### src/rtl/logic_reduce_unit.sv
// logic_reduce_unit: folds a valid/ready burst of words with AND/OR/XOR/NAND into one result plus word count
module logic_reduce_unit #(
  parameter int WIDTH = 16,
  parameter int MAX_WORDS = 8,
  localparam int CNT_W = $clog2(MAX_WORDS + 1)
) (
  input  logic             clk,
  input  logic             reset,
  input  logic [1:0]       op,
  input  logic             in_valid,
  output logic             in_ready,
  input  logic [WIDTH-1:0] in_data,
  input  logic             in_last,
  output logic             out_valid,
  input  logic             out_ready,
  output logic [WIDTH-1:0] out_data,
  output logic [CNT_W-1:0] out_count
);
  typedef enum logic [1:0] {IDLE, ACCUM, DONE} state_t;
  state_t state_q, state_d;
  logic [WIDTH-1:0] acc_q, acc_d, out_data_q, out_data_d, fold;
  logic [CNT_W-1:0] cnt_q, cnt_d, out_count_q, out_count_d, cnt_nxt;
  logic [1:0] op_q, op_d, op_e;
  logic first, beat, close;
  assign in_ready = state_q != DONE;
  assign out_valid = state_q == DONE;
  assign out_data = out_data_q;
  assign out_count = out_count_q;
  always_comb begin
    first = state_q == IDLE;
    beat = in_valid && in_ready;
    op_e = first ? op : op_q;
    fold = first ? in_data : op_e == 2'b01 ? acc_q | in_data : op_e == 2'b10 ? acc_q ^ in_data : acc_q & in_data;
    cnt_nxt = first ? CNT_W'(1) : cnt_q + CNT_W'(1);
    close = in_last || cnt_nxt == CNT_W'(MAX_WORDS);
    state_d = state_q;
    acc_d = acc_q;
    cnt_d = cnt_q;
    op_d = op_q;
    out_data_d = out_data_q;
    out_count_d = out_count_q;
    if (beat) begin
      acc_d = fold;
      cnt_d = cnt_nxt;
      op_d = op_e;
      state_d = close ? DONE : ACCUM;
      out_data_d = close ? (op_e == 2'b11 ? ~fold : fold) : out_data_q;
      out_count_d = close ? cnt_nxt : out_count_q;
    end
    if (state_q == DONE && out_ready) state_d = IDLE;
  end
  always_ff @(posedge clk) begin
    if (reset) begin
      state_q <= IDLE;
      acc_q <= '0;
      cnt_q <= '0;
      op_q <= '0;
      out_data_q <= '0;
      out_count_q <= '0;
    end else begin
      state_q <= state_d;
      acc_q <= acc_d;
      cnt_q <= cnt_d;
      op_q <= op_d;
      out_data_q <= out_data_d;
      out_count_q <= out_count_d;
    end
  end
endmodule

### config.mk
export PLATFORM = sky130hd
export DESIGN_NAME = logic_reduce_unit
export DESIGN_NICKNAME = d
export VERILOG_FILES = /design/src/rtl/logic_reduce_unit.sv
export SDC_FILE = /design/constraint.sdc
export NUM_CORES = 1
export LEC_CHECK = 0
export CAP_MARGIN = 25
export CORE_ASPECT_RATIO = 0.7
export CORE_MARGIN = 2
export CORE_UTILIZATION = 40
export DETAILED_ROUTE_END_ITERATION = 10
export PLACE_DENSITY_LB_ADDON = 0.3
export SETUP_SLACK_MARGIN = 0.02
export SYNTH_ARGS = -nofsm -noshare
export SYNTH_HDL_FRONTEND = slang
export SYNTH_SLANG_ARGS = --single-unit
### constraint.sdc
create_clock -name clk -period 3.9 [get_ports clk]
set_clock_uncertainty 0.15 [all_clocks]
set_input_delay 0.39 -clock clk [delete_from_list [all_inputs] [get_ports clk]]
set_output_delay 0.39 -clock clk [all_outputs]
set_load 0.005 [all_outputs]
* Yosys cells after proc, flatten, opt, wreduce, memory -nomap -nowiden *
Cells that the tools add are included.

word-level totals
  input bits = 23
  word-level logic and storage cells = 30
  flip-flop bits (word level) = 44
  output and inout port bits = 22

operators by class
  equal/unequal tests = 6
  multiplexer cells = 7
  $add $sub $neg = 1
  bitwise logic cells = 4
  reduce and logical (&&, ||, !) cells = 6

operator list
  cell                                                                   count
  16-bit 2-to-1 mux                                                      4
  16-bit AND                                                             1
  16-bit inverter                                                        1
  16-bit OR                                                              1
  16-bit XOR                                                             1
  2-bit equality test, second input constant                             3
  4-bit by 1-bit adder with 4-bit output, second input constant          1
  4-bit equality test, second input constant                             1
  2-bit 2-to-1 mux                                                       2
  4-bit 2-to-1 mux                                                       1
  2-bit by 1-bit equality test with 1-bit output, second input constant  1
  1-bit logical AND                                                      2
  2-bit logical NOT                                                      1
  2-bit != test, second input constant                                   1
  2-bit AND reduction                                                    1
  2-bit OR reduction                                                     1
  1-bit logical OR                                                       1

* Longest topological paths before layout *
Gate-level depths: netlist of run 1.

  depth in word-level cells = 8
  depth in mapped cells = 9
  depth with buffers taken out = 7

* Worst setup path after synthesis of run 1 *
No wires, ideal clock.

  path kind = reg-to-reg
  start = register op_q[0]
  end = register out_data_q[0] (netlist: out_data[0])
  path buffers = 2
  clock period less this slack = 1.855 ns
  stages on the path, launching flop included = 7
  setup slack = 2.045 ns
  data arrival time = 1.626 ns
  required time = 3.671 ns
  cell sequence = dfxtp_1 > buf_2 > buf_2 > mux2_2 > a222oi_1 > nand3_1 > o211ai_1

between the ends
  cells in the longest elaborated chain, start to end = 7
  elaborated cells on any way between the ends = 9
  those cells by class = eq/ne: 3; mux: 5; bitwise: 1

RTL lines
  item                            line  source
  start: declaration              23    logic [1:0] op_q, op_d, op_e;
  start signal: assignment        64    op_q <= op_d;
  2-bit 2-to-1 mux (*)            32    op_e = first ? op : op_q;
  2-bit equality test             33    fold = first ? in_data : op_e == 2'b01 ? acc_q | in_data : op_e == 2'b10 ? acc_q ^ in_data : acc_q & in_data;
  16-bit 2-to-1 mux (3 in a row)  33
  16-bit inverter                 47    out_data_d = close ? (op_e == 2'b11 ? ~fold : fold) : out_data_q;
  16-bit 2-to-1 mux (*)           47
  end signal: assignment          65    out_data_q <= out_data_d;
  end: declaration                21    logic [WIDTH-1:0] acc_q, acc_d, out_data_q, out_data_d, fold;

Mark *: on every way between the ends. The rest lies on a longest branch, timed or not.
A chain may end at the register's enable or synchronous reset.

* Worst setup path in the final report of run 1 *
  start = register state_q[0]
  end = register out_data_q[13] (netlist: out_data[13])

between the ends
  cells in the longest elaborated chain, start to end = 8
  elaborated cells on any way between the ends = 16
  those cells by class = eq/ne: 5; mux: 6; bitwise: 1; reduce/logical: 4

RTL lines
  item                            line  source
  start: declaration              20    state_t state_q, state_d;
  start signal: assignment        61    state_q <= state_d;
  2-bit logical NOT               30    first = state_q == IDLE;
  2-bit 2-to-1 mux                32
  2-bit equality test             33
  16-bit 2-to-1 mux (3 in a row)  33
  16-bit inverter                 47
  16-bit 2-to-1 mux               47

Several ways; a longest one is shown, not always the timed one.

==> results.sh, run 1 <==
export IMPL_fin_tns_setup_ps=0
export IMPL_synthCells=354
export IMPL_coreArea_um2=6913
export IMPL_pre_cts_slack_ps=1069
export IMPL_gp_congestion=0.8152
export IMPL_clock_latency_ps=300
export IMPL_endpoint_kind="register"
export IMPL_postCtsSetupRepairBufs=0
export IMPL_gr_usage_all_layers_pct=17.66
export IMPL_finalWorstSetupSlack_ps=1395
export IMPL_dieHeight_um=75.43
export IMPL_yosys_area_top_type="dfxtp_1"
export IMPL_drive_gt1_share_pct=7.474
export IMPL_cts_hold_buf=0
export IMPL_power_mw=1.191
export IMPL_cts_max_level=2
export IMPL_crit_path_max_fanout=26
export IMPL_synth_area_leaders="dfxtp_1 (30%), ha_1 (14%), nand3_1 (6.7%)"
export IMPL_synth_main_ff_cell="dfxtp_1"
export IMPL_path_common_cell="buf_4"
export IMPL_fin_util_pct=50.99
export IMPL_status="finished clean"
export IMPL_worst_setup_path_type="reg2reg"
export IMPL_slew_headroom_pct=41.96
export IMPL_register_area_um2=880.8
export IMPL_ys_seq_area_share_pct=30.21
export IMPL_grt_pass1_wl_um=11410
export IMPL_drc_errors=0
export IMPL_fin_crit_ps=2505
export IMPL_vias=2538
export IMPL_antenna_found_initial=0
export IMPL_dp_hpwl_um=4827
export IMPL_grt_ovfl_total=0
export IMPL_cts_tree="done"
export IMPL_cts_sinks=44
export IMPL_rsz0062_at_grt="false"
export IMPL_drt_iter0_drc=173
export IMPL_period_share_pct=64.24
export IMPL_yosys_warnings=0
export IMPL_p_leak_nw=1.422
export IMPL_crit_chain="nand2b_1 > and2_1 > buf_4 > a41oi_2 > buf_4 > nand3_1 > o211ai_1"
export IMPL_io_buffers=44
export IMPL_power_density_nw_per_um2=338.0
export IMPL_ir_drop_uv=142.6
export IMPL_io_pins=45
export IMPL_synth_top_area_share_pct=30.21
export IMPL_synth_edf_count=0
export IMPL_cts_resized=0
export IMPL_worstPathRequired_ps=3930
export IMPL_via_per_inst=5.266
export IMPL_ant_nets=0
export IMPL_num_fill_cells=653
export IMPL_hold_violations=0
export IMPL_drtPass1Iterations=4
export IMPL_clk_path_buf_depth=2
export IMPL_synth_area_um2=2915
export IMPL_startpoint_type="register"
export IMPL_hp_class="reg2reg"
export IMPL_synth_fp_nets=410
export IMPL_multi_input_area_um2=1754
export IMPL_async_flop_share_pct=0
export IMPL_grt_pass1_vias=2346
export IMPL_cts_buffers=5
export IMPL_synth_cell_types=37
export IMPL_clk_root_buffer_cell="clkbuf_8"
export IMPL_area_growth_synth_to_final_pct=20.90
export IMPL_grt_max_degree=28
export IMPL_wire_per_inst_um=13.88
export IMPL_fp_dieW_um=106.0
export IMPL_worstMarginPinSlew_ps=870.7
export IMPL_hold_slack_ps=319.8
export IMPL_cpMaxStageDelayCell="dfxtp_1"
export IMPL_crit_path_max_incr_delay_ps=550
export IMPL_setup_viol=0
export IMPL_fmax_ghz=0.3991
export IMPL_worst_ep_arrival_time_ps=2540
export IMPL_nets=443
export IMPL_insertedDiodeCount=0
export IMPL_wirelength_um=6688
export IMPL_die_area_um2=7998
export IMPL_clk_pin_slew_ps=90
export IMPL_synthTopCellsByCount="dfxtp_1 (44), nor2_1 (44), nand3_1 (39), inv_1 (37), ha_1 (33)"
export IMPL_fp_row_count=25
export IMPL_start_util_pct=42.17
export IMPL_ys_ff_latch=44
export IMPL_avgSynthCellArea_um2=8.235
export IMPL_slew_violations=0
export IMPL_max_cap_violations=0
## cell usage in the layout (no fill, tap or decap), types with 3 or more instances in the layout
cell type / instances
ha_1: 33
nor2_1: 44
nand3_1: 39
mux2i_1: 13
o21ai_0: 5
clkbuf_8: 5
inv_1: 37
and2_1: 3
a222oi_1: 8
a221o_1: 8
buf_4: 6
nand2b_1: 3
nand2_1: 14
clkdlybuf4s50_1: 44
a211oi_1: 14
a21oi_1: 20
o211ai_1: 12
dfxtp_1: 44
or3_1: 5
mux2_2: 8
## logic make-up (layout without fill, tap and decap cells)
| group | after synthesis | in the layout | share of synthesized area (%) |
|---|---|---|---|
| fa+ha+maj | 33 | 33 | 14.16 |
| xor+xnor | 1 | 1 | 0.3005 |
| mux | 21 | 21 | 7.554 |
| simple gates | 114 | 114 | 17.94 |
| compound gates | 78 | 78 | 20.22 |
| flops | 44 | 44 | 30.21 |
| buf+inv | 63 | 97 | 9.613 |
## power breakdown
group / internal, mW / total (mW) / switching (mW)
Clock: 0.193 / 0.364 / 0.171
Combinational: 0.149 / 0.314 / 0.165
Sequential: 0.484 / 0.513 / 0.0294
## through the flow
| step | instances | cell area, µm² |
|---|---|---|
| 3_3_place_gp | 473 | 3381 |
| 5_1_grt | 482 | 3525 |
| 4_1_cts | 481 | 3497 |
| 2_1_floorplan | 354 | 2915 |
| 6_report | 482 | 3525 |
| 3_5_place_dp | 473 | 3381 |
## final timing paths
check | start | to | slack (ps) | depth (start not counted)
worst max-delay path | state_q[0] | out_data[13] | 1390 | 7
worst max register to register | state_q[0] | out_data[13] | 1390 | 7
worst min register to register | out_count[2] | out_count[2] | 320 | 2
worst min-delay path | out_count[2] | out_count[2] | 320 | 2
## critical path, delay by kind of cell (launching register included)
kind            cells  cell delay (ps)
buf+inv             2              620
compound gates      2              590
flops               1              550
simple gates        3              470
## per-layer routing
layer / wire length [µm] / global-route usage (%)
met1: 3477 / 25.36
met2: 2796 / 27.60
met3: 362 / 3.507
met4: 51 / 4.240
met5: 0 / 0
## final cells by class
| type | count | share of cell area, % |
|---|---|---|
| Multi-Input combinational cell | 247 | 49.77 |
| Sequential cell | 44 | 24.99 |
| Inverter | 38 | 4.047 |
| Clock buffer | 5 | 1.952 |
| Tap cell | 94 | 3.337 |
| Clock inverter | 3 | 1.349 |
| Timing Repair Buffer | 51 | 14.55 |
## flip-flops by register name, summed over array words and instances (netlist names)
| signal | flops |
|---|---|
| op_q | 2 |
| state_q | 2 |
| out_data | 16 |
| out_count | 4 |
| acc_q | 16 |
| cnt_q | 4 |
Power figures use the tool's default switching activity.
==> run 2: changes to the inputs <==
==> constraint.sdc (replaced) <==
create_clock -name clk -period 2.44 [get_ports clk]
set_clock_uncertainty 0.15 [all_clocks]
set_input_delay 0.244 -clock clk [delete_from_list [all_inputs] [get_ports clk]]
set_output_delay 0.244 -clock clk [all_outputs]
set_load 0.005 [all_outputs]
==> run 2 against run 1 <==
Effect of this change:
- critical path depth fell by 2
- highest routed layer unchanged
- clock power rose by 35%
- first-iteration DRC count fell by 4.0%
- worst setup slack got worse by 1100 ps
- global-route usage rose by 1.3 points
==> results.sh, run 2 (synthesized netlist as in run 1, its figures left out) <==
export IMPL_slew_headroom_pct=66.22
export IMPL_p_sw_mw=0.5799
export IMPL_io_buffers=44
export IMPL_fmax_ghz=0.4664
export IMPL_clk_pin_slew_ps=90
export IMPL_wirelength_um=6945
export IMPL_stdcell_area_um2=3546
export IMPL_crit_chain="or2_4 > o21ai_0 > nor2_1 > nand2_2 > o211ai_1"
export IMPL_wire_per_inst_um=14.23
export IMPL_cts_tree="done"
export IMPL_comb_power_share_pct=28.3
export IMPL_io_pins=45
export IMPL_drt_iter0_drc=166
export IMPL_insertedDiodeCount=0
export IMPL_slew_violations=0
export IMPL_switching_share_pct=31.74
export IMPL_gp_congestion=0.8025
export IMPL_crit_family="simple AND/OR/NAND/NOR gates"
export IMPL_coreArea_um2=6913
export IMPL_pre_cts_slack_ps=127.6
export IMPL_period_share_pct=87.87
export IMPL_pwr_share_clk_pct=27.0
export IMPL_hold_violations=0
export IMPL_cts_buffers=5
export IMPL_die_area_um2=7998
export IMPL_vias=2620
export IMPL_worstPathRequired_ps=2520
export IMPL_crit_path_max_fanout=12
export IMPL_rsz0062_at_grt="false"
export IMPL_fp_dieW_um=106.0
export IMPL_grt_pass1_wl_um=12280
export IMPL_max_cap_violations=0
export IMPL_fin_tns_setup_ps=0
export IMPL_path_buf_inv=0
export IMPL_power_density_nw_per_um2=515.4
export IMPL_endpoint_kind="register"
export IMPL_clk_path_buf_depth=2
export IMPL_p_leak_nw=1.436
export IMPL_finalWorstSetupSlack_ps=296.0
export IMPL_antenna_found_initial=0
export IMPL_cpMaxStageDelayCell="dfxtp_1"
export IMPL_fin_crit_ps=2144
export IMPL_status="finished clean"
export IMPL_cellInternalPower_mw=1.247
export IMPL_cts_max_level=2
export IMPL_drc_errors=0
export IMPL_worstMarginPinSlew_ps=506.8
export IMPL_worst_setup_path_type="reg2reg"
export IMPL_crit_path_max_incr_delay_ps=560
export IMPL_dieHeight_um=75.43
export IMPL_seqPwrFrac_pct=44.7
export IMPL_ir_drop_uv=258.7
export IMPL_fp_row_count=25
export IMPL_startpoint_type="register"
export IMPL_cts_sinks=44
export IMPL_ant_nets=0
export IMPL_power_mw=1.827
export IMPL_hold_slack_ps=317.9
export IMPL_drtPass1Iterations=5
export IMPL_hp_class="reg2reg"
export IMPL_dp_hpwl_um=5075
export IMPL_num_fill_cells=641
export IMPL_setup_viol=0
export IMPL_grt_pass1_vias=2589
export IMPL_grt_max_degree=25
export IMPL_gr_usage_all_layers_pct=18.97
export IMPL_nets=449
export IMPL_place_area_um2=3446
export IMPL_clk_root_buffer_cell="clkbuf_8"
export IMPL_area_growth_synth_to_final_pct=21.63
export IMPL_clock_latency_ps=300
export IMPL_start_util_pct=42.17
export IMPL_final_cell_mix="nor2_1 (44), dfxtp_1 (44), clkdlybuf4s50_1 (44), nand3_1 (39), inv_1 (37)"
export IMPL_drive_gt1_share_pct=9.137
export IMPL_worst_ep_arrival_time_ps=2220
export IMPL_via_per_inst=5.369
export IMPL_grt_ovfl_total=0
run 2: cell count changes in the layout (fill, tap and decap cells not counted), sizes merged:
| cell | change |
|---|---|
| bufinv | -1 |
| clkinvlp | +2 |
| buf | +6 |
| clkbuf | +1 |
| clkinv | -2 |
run 2: timing repair:
action / CTS / global route
hold endpoints to repair: 0 / 0
buffers inserted: 0 / 0
setup endpoints to repair: 0 / 9
gates resized for setup: 0 / 1
hold buffers: 0 / 0
run 2: metrics by stage:
| stage | instances | util [%] |
|---|---|---|
| final | 488 | 51.29 |
| after global placement | 480 | 49.85 |
| after floorplan | 354 | - |
| after global routing | 488 | 51.29 |
| after CTS | 488 | 51.26 |
| after detailed placement | 480 | 49.85 |
run 2: path summary, 6_finish.rpt:
| check | to | cells after the start | startpoint | slack, ps |
|---|---|---|---|---|
| max | out_data[7] | 5 | state_q[0] | 300 |
| min | out_count[2] | 2 | out_count[2] | 320 |
| max reg2reg | out_data[7] | 5 | state_q[0] | 300 |
| min reg2reg | out_count[2] | 2 | out_count[2] | 320 |
run 2: final cells by class:
| class | instances | area [µm²] | area share, % |
|---|---|---|---|
| clock buffers | 6 | 82.58 | 2.329 |
| clock inverters | 2 | 15.01 | 0.4234 |
| inverters | 38 | 142.6 | 4.023 |
| multi-input cells | 247 | 1757 | 49.54 |
| flip-flops and latches | 44 | 880.8 | 24.84 |
| well taps | 94 | 117.6 | 3.317 |
| repair buffers | 57 | 550.5 | 15.53 |
run 2: metal layers:
| metal | share of wire, % | wire length, µm | GRT usage, % | up-vias |
|---|---|---|---|---|
| met5 | 0 | 0 | 0 | - |
| met3 | 6.6 | 459 | 3.336 | 7 |
| met2 | 43 | 3016 | 31.83 | 83 |
| met4 | 0.68 | 47 | 3.801 | 0 |
| li1 | - | - | - | 1335 |
| met1 | 49 | 3422 | 26.20 | 1195 |
run 2: power by group through the flow:
stage	Combinational (mW)	Sequential (mW)	Clock [mW]
after detailed placement	0.518	0.833	0
after global routing	0.586	0.825	0.534
after floorplan	0.344	0.820	0
final	0.518	0.816	0.493
after CTS	0.521	0.816	0.507
after global placement	0.497	0.832	0
run 2: worst reg2reg max path: stages, from the launching register on:
cell and delay (ps):
dfxtp_1 560, or2_4 270, o21ai_0 150, nor2_1 410, nand2_2 280, o211ai_1 250
==> run 3: changes to the inputs <==
--- a/config.mk
+++ b/config.mk
@@ -8,7 +8,7 @@
 export CAP_MARGIN = 25
 export CORE_ASPECT_RATIO = 0.7
 export CORE_MARGIN = 2
-export CORE_UTILIZATION = 40
+export CORE_UTILIZATION = 54
 export DETAILED_ROUTE_END_ITERATION = 10
 export PLACE_DENSITY_LB_ADDON = 0.3
 export SETUP_SLACK_MARGIN = 0.02
==> run 3 against run 2 <==
Effect of this change:
- via count grew 2.6%
- die area fell by 25%
- critical path depth stayed put
- worst hold slack gained 4.7 ps
- sequential share of layout area is 0.28 points higher
- highest routed layer unchanged
- critical endpoint is now out_data[5]
- fmax down 0.89%
- total power is 0.48% lower
==> results.sh, run 3 (synthesized netlist as in run 1, its figures left out) <==
export IMPL_status="finished clean"
export IMPL_cts_tree="done"
export IMPL_postCtsSetupRepairBufs=0
export IMPL_cpMaxStageDelayCell="dfxtp_1"
export IMPL_worst_setup_path_type="reg2reg"
export IMPL_drt_iter0_drc=171
export IMPL_comb_power_share_pct=28.8
export IMPL_rsz0062_at_grt="false"
export IMPL_dp_hpwl_um=5026
export IMPL_timing_rr_start="state_q[0]"
export IMPL_fin_cells=467
export IMPL_antenna_found_initial=0
export IMPL_slew_violations=0
export IMPL_grt_pass1_vias=2639
export IMPL_startpoint_type="register"
export IMPL_area_growth_synth_to_final_pct=20.26
export IMPL_pwr_share_clk_pct=26.3
export IMPL_wirelength_um=7132
export IMPL_crit_path_max_incr_delay_ps=540
export IMPL_period_share_pct=88.66
export IMPL_grt_max_degree=31
export IMPL_fin_util_pct=67.03
export IMPL_drc_errors=0
export IMPL_cts_sinks=44
export IMPL_crit_chain="or2_4 > o21ai_0 > nor2_1 > nand2_2 > o211ai_1"
export IMPL_fin_tns_setup_ps=0
export IMPL_fp_row_count=22
export IMPL_p_leak_nw=1.437
export IMPL_fmax_ghz=0.4623
export IMPL_slew_headroom_pct=62.49
export IMPL_gr_usage_all_layers_pct=24.57
export IMPL_clk_pin_slew_ps=80
export IMPL_grt_ovfl_total=0
export IMPL_crit_family="simple AND/OR/NAND/NOR gates"
export IMPL_start_util_pct=55.74
export IMPL_vias=2688
export IMPL_switching_share_pct=31.27
export IMPL_hold_violations=0
export IMPL_max_cap_violations=0
export IMPL_cts_buffers=5
export IMPL_cts_max_level=2
export IMPL_drtPass1Iterations=5
export IMPL_crit_path_max_fanout=12
export IMPL_p_sw_mw=0.5686
export IMPL_drive_gt1_share_pct=8.861
export IMPL_io_pins=45
export IMPL_hold_start="out_data[8]"
export IMPL_clk_path_buf_depth=2
export IMPL_insertedDiodeCount=0
export IMPL_critPathLaunch="state_q[0]"
export IMPL_nets=450
export IMPL_fin_crit_ps=2163
export IMPL_worstMarginPinSlew_ps=561.3
export IMPL_coreArea_um2=5230
export IMPL_dp_cells=459
export IMPL_worst_ep_arrival_time_ps=2240
export IMPL_grt_pass1_wl_um=11930
export IMPL_fp_dieW_um=91.82
export IMPL_final_cell_mix="nor2_1 (44), dfxtp_1 (44), clkdlybuf4s50_1 (44), nand3_1 (39), inv_1 (37)"
export IMPL_clk_root_buffer_cell="clkbuf_8"
export IMPL_clock_latency_ps=300
export IMPL_endpoint_kind="register"
export IMPL_dieHeight_um=65.48
export IMPL_gp_congestion=0.8230
export IMPL_hp_class="reg2reg"
export IMPL_wire_per_inst_um=15.27
export IMPL_die_area_um2=6012
export IMPL_via_per_inst=5.756
export IMPL_ant_nets=0
export IMPL_power_density_nw_per_um2=518.7
export IMPL_cellInternalPower_mw=1.250
export IMPL_seqPwrFrac_pct=44.9
export IMPL_path_buf_inv=0
export IMPL_setup_viol=0
export IMPL_ir_drop_uv=353.1
export IMPL_worstPathRequired_ps=2510
export IMPL_io_buffers=44
[run 3: cell count changes in the layout (fill, tap and decap cells not counted), sizes merged]
cell      before  now
buf           13   14
clkbuf         6    8
clkinvlp       2    0
[run 3: metrics by stage]
stage          worst slack, ps  cell area (µm²)  total power [mW]  hold slack, ps
2_1_floorplan            584.8             2915             1.164           205.2
3_3_place_gp             178.2             3413             1.325           301.1
3_5_place_dp             120.1             3413             1.350           311.9
4_1_cts                  194.5             3503             1.820           326.0
5_1_grt                  126.0             3506             1.922           339.1
6_report                 276.8             3506             1.819           322.6
[run 3: layout make-up]
type | instances | area, µm²
Clock buffer | 8 | 90.09
Fill cell | 437 | 1724
Inverter | 38 | 142.6
Multi-Input combinational cell | 247 | 1757
Sequential cell | 44 | 880.8
Tap cell | 72 | 90.09
Timing Repair Buffer | 58 | 545.5
[run 3: timing repair]
| item | 4_1_cts | 5_1_grt |
|---|---|---|
| gates resized for setup | 0 | 1 |
| endpoints found under the setup margin | 0 | 4 |
| hold buffers | 0 | 0 |
[run 3: routing by layer]
layer	GRT usage (%)	vias up	wire, µm
met5	0	-	0
met4	5.970	0	46
met3	4.128	7	513
met2	43.84	95	3351
met1	31.33	1246	3221
li1	-	1340	-
[run 3: power by group through the flow]
stage,Combinational (mW),Sequential (mW),Clock [mW]
global route,0.584,0.824,0.514
floorplan,0.344,0.820,0
detailed placement,0.518,0.832,0
finish,0.523,0.816,0.479
CTS,0.521,0.816,0.483
global placement,0.495,0.830,0
[run 3: path summary, 6_finish.rpt]
kind	end	slack [ps]	cells after the start
setup / recovery	out_data[5]	280	5
hold / removal	out_data[8]	320	2
setup reg to reg	out_data[5]	280	5
hold reg to reg	out_data[8]	320	2
[run 3: worst register-to-register path: cells and delay by family, from the launching register on]
family	cells	cell delay, ps
and+or+nand+nor	3	1010
DFF	1	540
AOI/OAI and AO/OA	2	400
